===== src/rtl/rv32m_muldiv_unit.sv =====
// Iterative RV32M multiply/divide unit for the EX stage: one operation at a time,
// 32 iterations per multiply (shift-add) or divide (restoring), stalls the pipeline meanwhile.
module rv32m_muldiv_unit #(
  parameter int XLEN = 32
) (
  input  logic            clk,
  input  logic            rst,
  input  logic            start,
  input  logic [2:0]      funct3,
  input  logic [XLEN-1:0] a,
  input  logic [XLEN-1:0] b,
  input  logic            flush,
  output logic            stall,
  output logic            done,
  output logic [XLEN-1:0] result
);

  localparam logic [XLEN-1:0] MIN_NEG  = {1'b1, {(XLEN-1){1'b0}}};
  localparam logic [4:0]      LAST_BIT = 5'(XLEN-1);

  typedef enum logic [1:0] {IDLE, BUSY, DONE} state_t;

  state_t          r_state;
  state_t          w_state_nx;
  logic [4:0]      r_count;
  logic [2:0]      r_op;
  logic            r_neg;
  logic [XLEN:0]   r_hi;
  logic [XLEN-1:0] r_lo;
  logic [XLEN-1:0] r_opb;
  logic [XLEN-1:0] r_result;

  logic            w_a_signed;
  logic            w_b_signed;
  logic            w_a_neg;
  logic            w_b_neg;
  logic            w_sign;
  logic            w_div0;
  logic            w_ovf;
  logic            w_special;
  logic            w_load;
  logic            w_finish;
  logic            w_ge;
  logic [XLEN-1:0] w_a_mag;
  logic [XLEN-1:0] w_b_mag;
  logic [XLEN-1:0] w_special_res;
  logic [XLEN-1:0] w_addend;
  logic [XLEN-1:0] w_lo_nx;
  logic [XLEN:0]   w_sum;
  logic [XLEN:0]   w_shift;
  logic [XLEN:0]   w_diff;
  logic [XLEN:0]   w_hi_nx;

  // Products are negated as a whole 64-bit value before the half is picked.
  function automatic logic [XLEN-1:0] f_fix_result(
    input logic [2:0]      op,
    input logic            neg,
    input logic [XLEN-1:0] hi,
    input logic [XLEN-1:0] lo
  );
    logic [2*XLEN-1:0] prod;
    logic [XLEN-1:0]   qr;
    if (!op[2]) begin
      prod = {hi, lo};
      if (neg) prod = -prod;
      return (op[1:0] == 2'b00) ? prod[XLEN-1:0] : prod[2*XLEN-1:XLEN];
    end
    qr = op[1] ? hi : lo;
    return neg ? -qr : qr;
  endfunction

  assign w_a_signed = funct3[2] ? ~funct3[0] : (funct3[1:0] != 2'b11);
  assign w_b_signed = funct3[2] ? ~funct3[0] : (funct3[1:0] == 2'b01);
  assign w_a_neg    = w_a_signed & a[XLEN-1];
  assign w_b_neg    = w_b_signed & b[XLEN-1];
  assign w_a_mag    = w_a_neg ? -a : a;
  assign w_b_mag    = w_b_neg ? -b : b;
  // Remainder takes only the dividend sign; everything else takes the XOR.
  assign w_sign     = w_a_neg ^ (w_b_neg & ~(funct3[2] & funct3[1]));

  assign w_div0    = funct3[2] & (b == '0);
  assign w_ovf     = funct3[2] & ~funct3[0] & (a == MIN_NEG) & (b == '1);
  assign w_special = w_div0 | w_ovf;

  always_comb begin
    w_special_res = '0;
    if (w_div0) w_special_res = funct3[1] ? a : '1;
    else if (w_ovf) w_special_res = funct3[1] ? '0 : MIN_NEG;
  end

  assign w_addend = r_lo[0] ? r_opb : '0;
  assign w_sum    = r_hi + {1'b0, w_addend};
  assign w_shift  = {r_hi[XLEN-1:0], r_lo[XLEN-1]};
  assign w_diff   = w_shift - {1'b0, r_opb};
  assign w_ge     = w_shift >= {1'b0, r_opb};

  always_comb begin
    if (r_op[2]) begin
      w_hi_nx = w_ge ? w_diff : w_shift;
      w_lo_nx = {r_lo[XLEN-2:0], w_ge};
    end else begin
      w_hi_nx = {1'b0, w_sum[XLEN:1]};
      w_lo_nx = {w_sum[0], r_lo[XLEN-1:1]};
    end
  end

  assign w_load   = (r_state == IDLE) & start & ~flush;
  assign w_finish = (r_state == BUSY) & (r_count == 5'd0) & ~flush;

  always_comb begin
    w_state_nx = r_state;
    case (r_state)
      IDLE:    if (w_load) w_state_nx = w_special ? DONE : BUSY;
      BUSY:    if (r_count == 5'd0) w_state_nx = DONE;
      DONE:    w_state_nx = IDLE;
      default: w_state_nx = IDLE;
    endcase
    if (flush) w_state_nx = IDLE;
  end

  always_ff @(posedge clk) begin
    if (rst) begin
      r_state  <= IDLE;
      r_count  <= 5'd0;
      r_result <= '0;
    end else begin
      r_state <= w_state_nx;
      if (w_load && !w_special) r_count <= LAST_BIT;
      else if (r_state == BUSY && r_count != 5'd0) r_count <= r_count - 5'd1;
      if (w_load && w_special) r_result <= w_special_res;
      else if (w_finish) r_result <= f_fix_result(r_op, r_neg, w_hi_nx[XLEN-1:0], w_lo_nx);
    end
  end

  // Datapath: multiply keeps multiplier in r_lo, divide shifts dividend out of r_lo.
  always_ff @(posedge clk) begin
    if (w_load) begin
      r_op  <= funct3;
      r_neg <= w_sign;
      r_hi  <= '0;
      r_lo  <= funct3[2] ? w_a_mag : w_b_mag;
      r_opb <= funct3[2] ? w_b_mag : w_a_mag;
    end else if (r_state == BUSY) begin
      r_hi <= w_hi_nx;
      r_lo <= w_lo_nx;
    end
  end

  assign stall  = ~rst & (w_load | (r_state == BUSY));
  assign done   = (r_state == DONE);
  assign result = r_result;

endmodule


===== config.mk =====
export PLATFORM = sky130hd
export DESIGN_NAME = rv32m_muldiv_unit
export DESIGN_NICKNAME = d
export VERILOG_FILES = /design/src/rtl/rv32m_muldiv_unit.sv
export SDC_FILE = /design/constraint.sdc
export NUM_CORES = 1
export LEC_CHECK = 0
export CELL_PAD_IN_SITES_DETAIL_PLACEMENT = 0
export CELL_PAD_IN_SITES_GLOBAL_PLACEMENT = 1
export CORE_ASPECT_RATIO = 0.9
export CORE_MARGIN = 4
export CORE_UTILIZATION = 40
export DETAILED_ROUTE_END_ITERATION = 10
export PLACE_DENSITY = 0.78
export SLEW_MARGIN = 0
export SYNTH_ARGS = -nofsm -noshare
export SYNTH_HDL_FRONTEND = slang
export SYNTH_SLANG_ARGS = --single-unit
export TNS_END_PERCENT = 20

===== constraint.sdc =====
create_clock -name clk -period 11.7 [get_ports clk]
set_clock_uncertainty 0.2 [all_clocks]
set_input_delay 2.34 -clock clk [delete_from_list [all_inputs] [get_ports clk]]
set_output_delay 2.34 -clock clk [all_outputs]
set_load 0.01 [all_outputs]

After elaboration in Yosys (flattened, before gate mapping)
Index checks and enable logic that the tools add are counted.
{ "totals": {"reg_bits": 140, "in_bits": 71, "output_inout_bits": 34, "word_cells": 92} }
{ "op_classes": {"add_sub_neg": 7, "order_cmp": 1, "eq_ne": 8, "n_mux": 34, "bitwise_logic": 20, "reduce_logical": 14} }
{ "op_table": {"columns": ["op", "n"], "rows": [
  ["$mux 32", 19],
  ["$neg 32->32", 3],
  ["$mux 33", 2],
  ["$eq 32x32->1 const B", 2],
  ["$mux 64", 1],
  ["$neg 64->64", 1],
  ["$add 33x32->33", 1],
  ["$ge 33x32->1", 1],
  ["$sub 33x32->33", 1],
  ["$logic_not 32->1", 1],
  ["$and 1x1->1", 13],
  ["$mux 5", 2],
  ["$mux 1", 6],
  ["$mux 2", 3],
  ["$reduce_bool 2->1", 3],
  ["$logic_not 5->1", 1],
  ["$reduce_bool 5->1", 1],
  ["$sub 5x1->5 const B", 1],
  ["$eq 2x1->1 const B", 2],
  ["$logic_not 2->1", 2],
  ["$ne 2x2->1 const B", 2],
  ["$not 1->1", 4],
  ["$pmux 2 s2", 1],
  ["$logic_and 1x1->1", 3],
  ["7 further kinds", 8]
]} }

Logic depth before layout (Yosys ltp)
Gate-level depths: netlist of run 1.
{ "depth": {"word_depth": 11, "ltp_mapped": 22} }

Worst setup path before layout of run 1
OpenSTA, ideal clock, no wires.
{ "synth_path": {"path_type": "input to output", "startpoint": "input flush", "endpoint": "output stall", "arrival_time_ns": 3.970, "t_required_ns": 9.160, "setup_slack_ns": 5.190, "cell_stages": 7, "path_cell_list": "or4b_2 clkbuf_1 inv_1 clkbuf_1 nor2_1 clkbuf_1 nor2_1"} }
{ "synth_via": {"elab_chain_cells": 4} }
{ "synth_rtl": {"columns": ["element", "line_no", "source"], "rows": [
  ["from (decl)", "12", "input logic flush,"],
  ["$not 1->1", "107", "assign w_load = (r_state == IDLE) & start & ~flush;"],
  ["$and 1x1->1", "107", null],
  ["$or 1x1->1", "149", "assign stall = ~rst & (w_load | (r_state == BUSY));"],
  ["$and 1x1->1", "149", null],
  ["to (decl)", "13", "output logic stall,"]
]} }
Every way passes these cells.

Worst setup path after layout of run 1
Same ends and word-level chain as after synthesis.

==> impl_results.md, run 1 <==
- Status: complete, no violations
- RSZ-0062 raised after global routing: false
- Synthesized area: around 17000 um2
- Worst setup path class: input port to primary output
- Largest incremental delay on the critical path: around 0.67 ns
- CP cell instances: clkdlybuf4s50_1, or4b_2, buf_4, inv_2, nor2_2, nor2_1, clkdlybuf4s50_1
- DR vias/cell: approximately 6.6
- Hold-fix buffers, CTS: 0
- Drt total wl: between 70000 and 80000 um
- Crit Path Max Fanout: between 50 and 60
- Critical Path RT: around 9.2 ns
- Post-synth EDFFs: 68
- Fraction of registers with async set/reset: 0%
- I/O Buffers: between 100 and 150
- TritonRoute pass-1 iters: 6
- Area grow syn2layout: 11.72%
- Net Sw Frac: 43.12%
- Slew Limit Headroom: 17.96%
- Die Width: between 200 and 250 um
- CTS tree: done
- Synth Register Bits: 140
- Root buf cell: clkbuf_16
- Synth Area per Inst: about 7.4 um2
- Number of DRC markers in iteration 0: 2330
- First-pass GRT wire length: ~110000 um
- Synth area leaders: edfxtp_1 (12%), dfxtp_1 (8.5%), o21ai_0 (5.6%), a21oi_1 (5.5%), nand2_1 (5.3%)
- Final Hold Fails: 0
- H-tree level count: 4
- Total core area: 41840 um2
- Slew Limit Fails: 0
- Post-synthesis net count: around 2400
- Overall global routing resource usage: between 30% and 40%
- Gate Count Post-Synth: roughly 2300
- DR DRC count: 0
- Area share of the largest cell type after synthesis: between 10% and 20%
- Cell internal pwr: 0.001219 W
- Post-CTS setup buffer count: 0
- P_leak: just over 7 nW
- Critical Path Slowest Stage Cell: or4b_2
- Routability Congestion: 0.9912
- Max Fclk: 138.3 MHz
- Clock slew seen by the registers of the worst setup and hold paths: 0.07 ns
- Clock Power Share: ~28%
- Core Rows: 71
- Share of cells above drive strength 1: ~6.1%
- I/O pin count: about 110
- CTS sink cnt: 140
- Post-CTS sizing: 0
- Most used flip-flop cell after synthesis: dfxtp_1
- Clk buf depth: 2
- Via count: approximately 19000
- Filler Cell Count: 4290
- Worst EP arrival: around 4.7 ns
- Remaining global-route overflow: 0
- Worst Tran Pin Value: ~1.2 ns
- Initial antenna violation count: 6
- Top-count cell post-synth: nand2_1
- Wire per inst: around 26 um
- Chip Height: approximately 200 um
- Seq/Total Area, Yosys: 20.51%
- Largest net degree at the start of global routing: just under 80
- Net switching power: ~0.00092 W
- # Max-Cap Violations: 0
- Total power draw: about 0.0021 W
- Antenna viol nets, final: 0
- PD cells: 112.9 nW/um2
- CP endpoint kind: primary output
- Yosys top cell by area: edfxtp_1
- Fin util: a little under half
- # nets final: 2447
- CTS buffer count: 17
- Maximum vdd drop: between 0.00009 and 0.0001 V
- Final setup fails: 0
- Hpwl dp: between 50000 and 60000 um
- Period utilization: between 60% and 70%
- Clk Latency, worst-skew pair: between 0.4 and 0.5 ns
- Commonest cells in the netlist: nand2_1 (240), o21ai_0 (190), a21oi_1 (187)
- Die Area: ~46000 um2
- Crit path time final: between 7 and 8 ns
- Type of origin of the critical path: input port
- Library cells used by synthesis: roughly 100
- Reg2Reg Depth: 20
- Hold path depth: 2
- Initial Util: between 40% and 50%
- Ys Warns: 0
- Setup TNS Final: 0 ns
- Most frequent cell on the critical path: clkdlybuf4s50_1
- Sequential power share: between 20 and 30%
- Hold Crit Class: flip-flop to flip-flop
- Vias in the first global route: about 17000
- Combinational power share: 44.6%
==> power by group through the flow <==
stage / logic [W] / clock network [W] / registers (W)
finish: 0.000955 / 0.000591 / 0.000596
global route: 0.00102 / 0.000613 / 0.000599
CTS: 0.000932 / 0.000592 / 0.000594
detailed placement: 0.000927 / 0 / 0.000605
global placement: 0.000924 / 0 / 0.000603
floorplan: 0.000628 / 0 / 0.000589
==> sequential cells by signal, summed over array words and instances (netlist names) <==
name and cells:
r_hi 33, r_lo 32, r_opb 32, result 32, r_count 5, r_op 3
r_state 2, r_neg 1
==> metrics by stage <==
stage	area (um2)	instances	hold slack (ns)	setup WS, ns
6_report	18980	2866	0.2745	4.472
3_3_place_gp	18360	2831	0.2423	4.465
4_1_cts	18970	2863	0.2808	4.474
3_5_place_dp	18360	2831	0.2720	4.480
2_1_floorplan	16990	2299	0.2744	5.190
5_1_grt	18970	2863	0.3095	4.307
==> metal layers <==
layer  global-route usage, %  up-vias  part of all wire, %
met4                   11.61        8                  3.8
met5                       0        -                0.074
met1                   44.00     9112                   43
met2                   48.27      899                   44
met3                   6.721      136                  8.8
li1                        -     8659                    -
==> cell families after synthesis <==
logic type | count (synthesis) | synth area share [%]
mux | 102 | 6.188
fa+ha+maj | 73 | 5.466
flops | 140 | 20.51
buf+inv | 228 | 5.363
xor+xnor | 143 | 7.374
simple gates | 816 | 23.76
compound gates | 797 | 31.34
==> worst paths after layout <==
| check | endpoint | slack, ns | start |
|---|---|---|---|
| hold / removal | result[1] | 0.27 | result[1] |
| setup reg to reg | result[26] | 4.72 | r_hi[19] |
| setup / recovery | stall | 4.47 | flush |
| hold reg to reg | result[1] | 0.27 | result[1] |
==> worst max-delay path: cells and delay by family <==
family	cells	cell delay (ns)
buf+inv	4	1.53
simple gates	3	0.81
==> final cells by class <==
class                           count  area, um2  area share (%)
Inverter                           76      285.3           1.503
Antenna cell                        3      7.507         0.03956
Tap cell                          547      684.4           3.607
Timing Repair Buffer              137       1284           6.765
Clock buffer                       17      425.4           2.242
Sequential cell                   140       3483           18.36
Multi-Input combinational cell   1931      12620           66.50
Clock inverter                     15      187.7          0.9891
==> placed cells by master, fill, tap and decap left out, types with 17 or more instances in the layout <==
cell type	n
o211ai_1	34
mux2i_1	87
nor4_1	20
and3_1	20
inv_1	73
nand2_1	240
and2_1	44
clkbuf_16	17
ha_1	71
dfxtp_1	72
nand2b_1	19
o31ai_1	28
clkdlybuf4s50_1	103
xor2_1	63
nor3_1	83
nor2_1	179
buf_4	33
or3_1	29
nand4_1	29
edfxtp_1	68
a211oi_1	31
a21o_1	40
a31oi_1	56
xnor2_1	80
o21ai_0	190
nand3_1	59
a21oi_1	187
o21a_1	19
No activity file was read; power rests on OpenSTA's default activity.
==> run 2, diff against run 1 <==
- PLACE_DENSITY: 0.78 -> 0.81
- clock period: 11.7 -> 6.3 ns (I/O delays scaled with it)
==> run 2 against run 1 <==
Against the previous run:
- critical path depth increased by 14
- global-route usage is 1.2 points higher
- sequential power increased by 86%
- first-iteration DRC count is 5.5% higher
- largest power group unchanged
- critical path type is now flip-flop to flip-flop
- cell count is 2.7% higher
- sequential share of layout area fell by 0.56 points
- critical endpoint is now result[30]
- hold slack worse by 0.018 ns
- register-to-register slack worse by 4.3 ns
- sequential cell count unchanged
==> impl_results.md, run 2 (same netlist as run 1, synthesis figures left out) <==
- Ant. Diodes: 0
- Wire per inst: 26.28 um
- Combinational power share: between 40% and 50%
- Clock Power Share: 25.8%
- DR DRC count: 0
- Period utilization: between 90% and 100%
- DR vias/cell: around 6.6
- Drt total wl: a little under 80000 um
- Maximum vdd drop: ~0.00021 V
- PD cells: 206.8 nW/um2
- TritonRoute pass-1 iters: 6
- Core Rows: slightly above 70
- Net switching power: 0.001752 W
- Number of DRC markers in iteration 0: 2457
- Dpl ws: approximately 0.3 ns
- RSZ-0062 raised after global routing: false
- Hold wc startpoint: result[1]
- Critical Path RT: between 6 and 7 ns
- I/O pin count: about 110
- Cell internal pwr: between 0.002 and 0.0025 W
- Via count: ~19000
- CTS buffer count: 17
- Crit Path Max Fanout: 8
- Type of origin of the critical path: flip-flop
- Clock slew seen by the registers of the worst setup and hold paths: around 0.070 ns
- Worst setup path class: flip-flop to flip-flop
- Chip Height: roughly 200 um
- Hold Path Sink: result[1]
- CTS tree: done
- CTS sink cnt: 140
- Reg-to-reg critical path endpoint: result[30]
- Worst EP arrival: roughly 6 ns
- Routability Congestion: 0.9803
- Die Width: between 200 and 250 um
- Reg2Reg Depth: 21
- CP endpoint kind: flip-flop
- Hold Crit Class: flip-flop to flip-flop
- Setup TNS Final: 0 ns
- P_leak: about 7.7 nW
- I/O Buffers: 104
- Remaining global-route overflow: 0
- # Max-Cap Violations: 0
- Final Hold Fails: 0
- Clk Latency, worst-skew pair: approximately 0.47 ns
- Total core area: approximately 42000 um2
- Share of cells above drive strength 1: a little under a tenth
- # nets final: about 2500
- First-pass GRT wire length: approximately 110000 um
- Hold-fix buffers, CTS: 0
- Slew Limit Fails: 0
- Net Sw Frac: between 40 and 50%
- R2R setup slack: 0.42 ns
- Most common cell after layout, fill and taps aside: nand2_1
- PnR worst setup slack: 0.4153 ns
- Number of flip-flops in the largest register: 33
- Vias in the first global route: 17770
- Sequential power share: a little over a quarter
- Largest net degree at the start of global routing: 79
- Hpwl dp: roughly 62000 um
- Root buf cell: clkbuf_16
- Most frequent cells in the layout: nand2_1 (240), o21ai_0 (190), a21oi_1 (187)
- Crit path time final: ~5.9 ns
- Overall global routing resource usage: approximately a third
- Worst Tran Pin Value: roughly 1.1 ns
- Hold path depth: 2
- Status: complete, no violations
- Clk buf depth: 2
- Reg2reg start: r_hi[29]
- Max Fclk: 169.9 MHz
- Antenna viol nets, final: 0
- Initial Util: roughly two fifths
- Initial antenna violation count: 4
- Slew Limit Headroom: between 20% and 30%
- Largest Register: r_hi
- H-tree level count: 4
- Die Area: ~46000 um2
- Area grow syn2layout: 15.23%
- Final setup fails: 0
[run 2: how the worst max path moves through the flow]
stage                   start          to  slack (ns)  cells after the start
floorplan           r_opb[14]  result[26]        0.98                     22
global placement    r_opb[30]  result[30]        0.55                     22
detailed placement  r_opb[30]  result[28]        0.30                     22
CTS                 r_opb[30]  result[30]        0.24                     22
global route         r_hi[29]  result[28]        0.11                     21
finish               r_hi[29]  result[30]        0.42                     21
[run 2: cell type report]
type	count	area, um2
Inverter	76	285.3
Multi-Input combinational cell	1931	12620
Tap cell	547	684.4
Fill cell	4239	22270
Clock inverter	15	163.9
Timing Repair Buffer	218	1904
Sequential cell	140	3483
Clock buffer	17	425.4
[run 2: worst max-delay path, cell delays in order (launching register included)]
cell and delay [ns]:
dfxtp_1 0.35, ha_1 0.40, a21o_1 0.20, a211oi_1 0.31, and3_1 0.36, nand4_1 0.43
o21ai_1 0.34, ha_1 0.29, o2111ai_1 0.30, nor3_4 0.29, nand4_1 0.15, nor4_1 0.22
a221oi_1 0.10, or3_1 0.38, nor3_2 0.13, buf_4 0.19, nand3_1 0.17, buf_4 0.20
o41ai_2 0.23, xnor2_1 0.14, o41ai_1 0.25, o21ai_1 0.13
[run 2: repair_timing]
action | CTS | global route
endpoints found under the setup margin | 0 | 5
setup buffers | 0 | 2
gates resized for setup | 0 | 1
[run 2: per-stage QoR]
stage	power [W]	hold slack, ns	cells	instance area (um2)	utilization [%]
floorplan	0.002260	0.2744	2299	16990	-
global placement	0.002960	0.2464	2910	18960	45.32
detailed placement	0.002965	0.2497	2910	18960	45.32
CTS	0.004008	0.2577	2942	19550	46.72
global route	0.004237	0.2726	2944	19570	46.77
finish	0.004048	0.2568	2944	19570	46.77
[run 2: metal layers]
metal / share of wire, % / vias up / track usage, %
met5: 0.039 / - / 0
li1: - / 8827 / -
met2: 44 / 976 / 49.81
met4: 4.1 / 4 / 12.65
met3: 8.8 / 151 / 6.736
met1: 43 / 9364 / 45.92
[run 2: power groups by stage]
stage	Clock (W)	Combinational [W]	Sequential, W
6_report	0.00105	0.00190	0.00111
5_1_grt	0.00109	0.00203	0.00111
4_1_cts	0.00105	0.00185	0.00110
3_5_place_dp	0	0.00184	0.00112
3_3_place_gp	0	0.00184	0.00112
2_1_floorplan	0	0.00117	0.00109
==> run 3, diff against run 2 <==
- CORE_MARGIN: 4 -> 2
==> run 3 against run 2 <==
Against the previous run:
- sequential power is essentially flat
- critical endpoint is now result[26]
- non-clock buffer count grew 3
- maximum frequency shrank 0.51%
- sequential share of layout area is essentially flat
- via count grew 0.28%
- core utilization grew 0.072 points
==> impl_results.md, run 3 (same netlist as run 1, synthesis figures left out) <==
- Maximum vdd drop: about 0.00019 V
- Register area: about 3500 um2
- CP cell instances: inv_1, ha_1, a21oi_1, o211ai_1, a21oi_2, o22ai_4, o21ai_1, ha_1, o2111ai_1, nor3_4, nand4_1, nor4_1, a221oi_1, or3_1, nor3_2, buf_4, nand3_1, o31ai_1, xnor2_1, a221oi_1, a2111oi_0
- Total power draw: between 0.004 and 0.005 W
- Via count: a little under 20000
- WP buf/inv: 2
- Largest Register: r_hi
- I/O pin count: 105
- RSZ-0062 raised after global routing: false
- Hold-fix buffers, CTS: 0
- Clk buf depth: 2
- DR vias/cell: between 6 and 7
- Initial Util: around two fifths
- Most common cell after layout, fill and taps aside: nand2_1
- Type of origin of the critical path: flip-flop
- Most frequent cells in the layout: nand2_1 (240), o21ai_0 (190), a21oi_1 (187)
- Core Rows: about 70
- # nets final: between 2000 and 3000
- Die Width: about 220 um
- Final Hold Fails: 0
- I/O Buffers: between 100 and 150
- Drt total wl: approximately 77000 um
- H-tree level count: 4
- Worst EP arrival: between 6 and 7 ns
- CTS buffer count: 17
- Worst Tran Pin Value: approximately 1.1 ns
- Initial antenna violation count: 5
- CP endpoint kind: flip-flop
- Hpwl dp: between 60000 and 70000 um
- Die Area: between 40000 and 50000 um2
- Hold Crit Class: flip-flop to flip-flop
- Filler Cell Count: approximately 4200
- Max Fclk: between 150 and 200 MHz
- Routability Congestion: about 1.0
- Slew Limit Fails: 0
- Cell family with most CP delay: compound AO/OA/AOI/OAI gates
- Critical Path Slowest Stage Cell: a2111oi_0
- R2R setup slack: a little under 0.4 ns
- Wire per inst: 26.07 um
- Overall global routing resource usage: between 30% and 40%
- Critical Path RT: approximately 6.4 ns
- CTS sink cnt: between 100 and 150
- TritonRoute pass-1 iters: 6
- DR DRC count: 0
- Largest net degree at the start of global routing: between 60 and 70
- Antenna viol nets, final: 0
- Slew Limit Headroom: 25.01%
- Number of flip-flops in the largest register: 33
- Area grow syn2layout: 15.40%
- Dpl ws: 0.3213 ns
- Final setup fails: 0
- PD cells: a little over 200 nW/um2
- Chip Height: 199.5 um
- Vias in the first global route: 17510
- Remaining global-route overflow: 0
- Total core area: approximately 42000 um2
- CTS tree: done
- Setup TNS Final: 0 ns
- Fin util: between 40 and 50%
- Share of cells above drive strength 1: under 10%
- Worst setup path class: flip-flop to flip-flop
- PnR worst setup slack: 0.3852 ns
- # Max-Cap Violations: 0
- Crit path time final: ~6 ns
- Crit Path Max Fanout: 8
- Root buf cell: clkbuf_16
- P_leak: around 7.7 nW
- Number of DRC markers in iteration 0: between 2000 and 2500
- Status: complete, no violations
- Clk Latency, worst-skew pair: around 0.47 ns
- Clock slew seen by the registers of the worst setup and hold paths: about 0.07 ns
- Largest incremental delay on the critical path: ~0.48 ns
- Period utilization: between 90 and 100%
- First-pass GRT wire length: between 100000 and 150000 um
- Multi-input logic area: between 10000 and 15000 um2
run 3: cell count changes in the layout (fill, tap and decap cells not counted), sizes merged:
cell	change
clkinvlp	-1
clkinv	+1
diode	+3
bufinv	-1
inv	+1
buf	+3
run 3: cell type report:
cell class | instances | area share [%]
diodes | 3 | 0.03830
clock buffers | 17 | 2.170
clock inverters | 15 | 0.7085
inverters | 76 | 1.455
multi-input cells | 1931 | 64.41
flip-flops and latches | 140 | 17.77
well taps | 547 | 3.492
repair buffers | 221 | 9.958
run 3: what timing repair did:
| action | in CTS | in global routing |
|---|---|---|
| endpoints found under the hold margin | 0 | 0 |
| gates resized for setup | 0 | 1 |
| setup buffers | 0 | 1 |
| setup endpoints to repair | 0 | 11 |
run 3: power breakdown:
part	internal, W	switching, W	leakage [nW]	total (W)
logic	0.000682	0.00123	6.19	0.00191
registers	0.00103	0.0000690	1.22	0.00110
clock network	0.000548	0.000468	0.268	0.00102
run 3: worst min-delay path, cell delays in order (launching register included):
cell,delay [ns]
dfxtp_1,0.32
nand2_1,0.06
a21oi_1,0.06
run 3: worst paths after layout:
check,start,to,cells after the start
hold reg to reg,result[1],result[1],2
hold / removal,result[1],result[1],2
setup reg to reg,r_opb[12],result[26],21
setup / recovery,r_opb[12],result[26],21
run 3: per-layer routing:
layer  global-route usage, %  vias to the layer above  share of wire (%)
met1                   45.08                     9324                 42
met5                       0                        -              0.035
met3                   8.719                      137                 11
met4                   12.83                        4                3.5
met2                   52.38                     1087                 44
li1                        -                     8825                  -
run 3: through the flow:
stage | hold WS, ns | instances | cell area, um2
floorplan | 0.2744 | 2299 | 16990
global placement | 0.2439 | 2914 | 19020
detailed placement | 0.2645 | 2914 | 19020
CTS | 0.2753 | 2946 | 19580
global route | 0.3085 | 2947 | 19590
finish | 0.2758 | 2950 | 19600
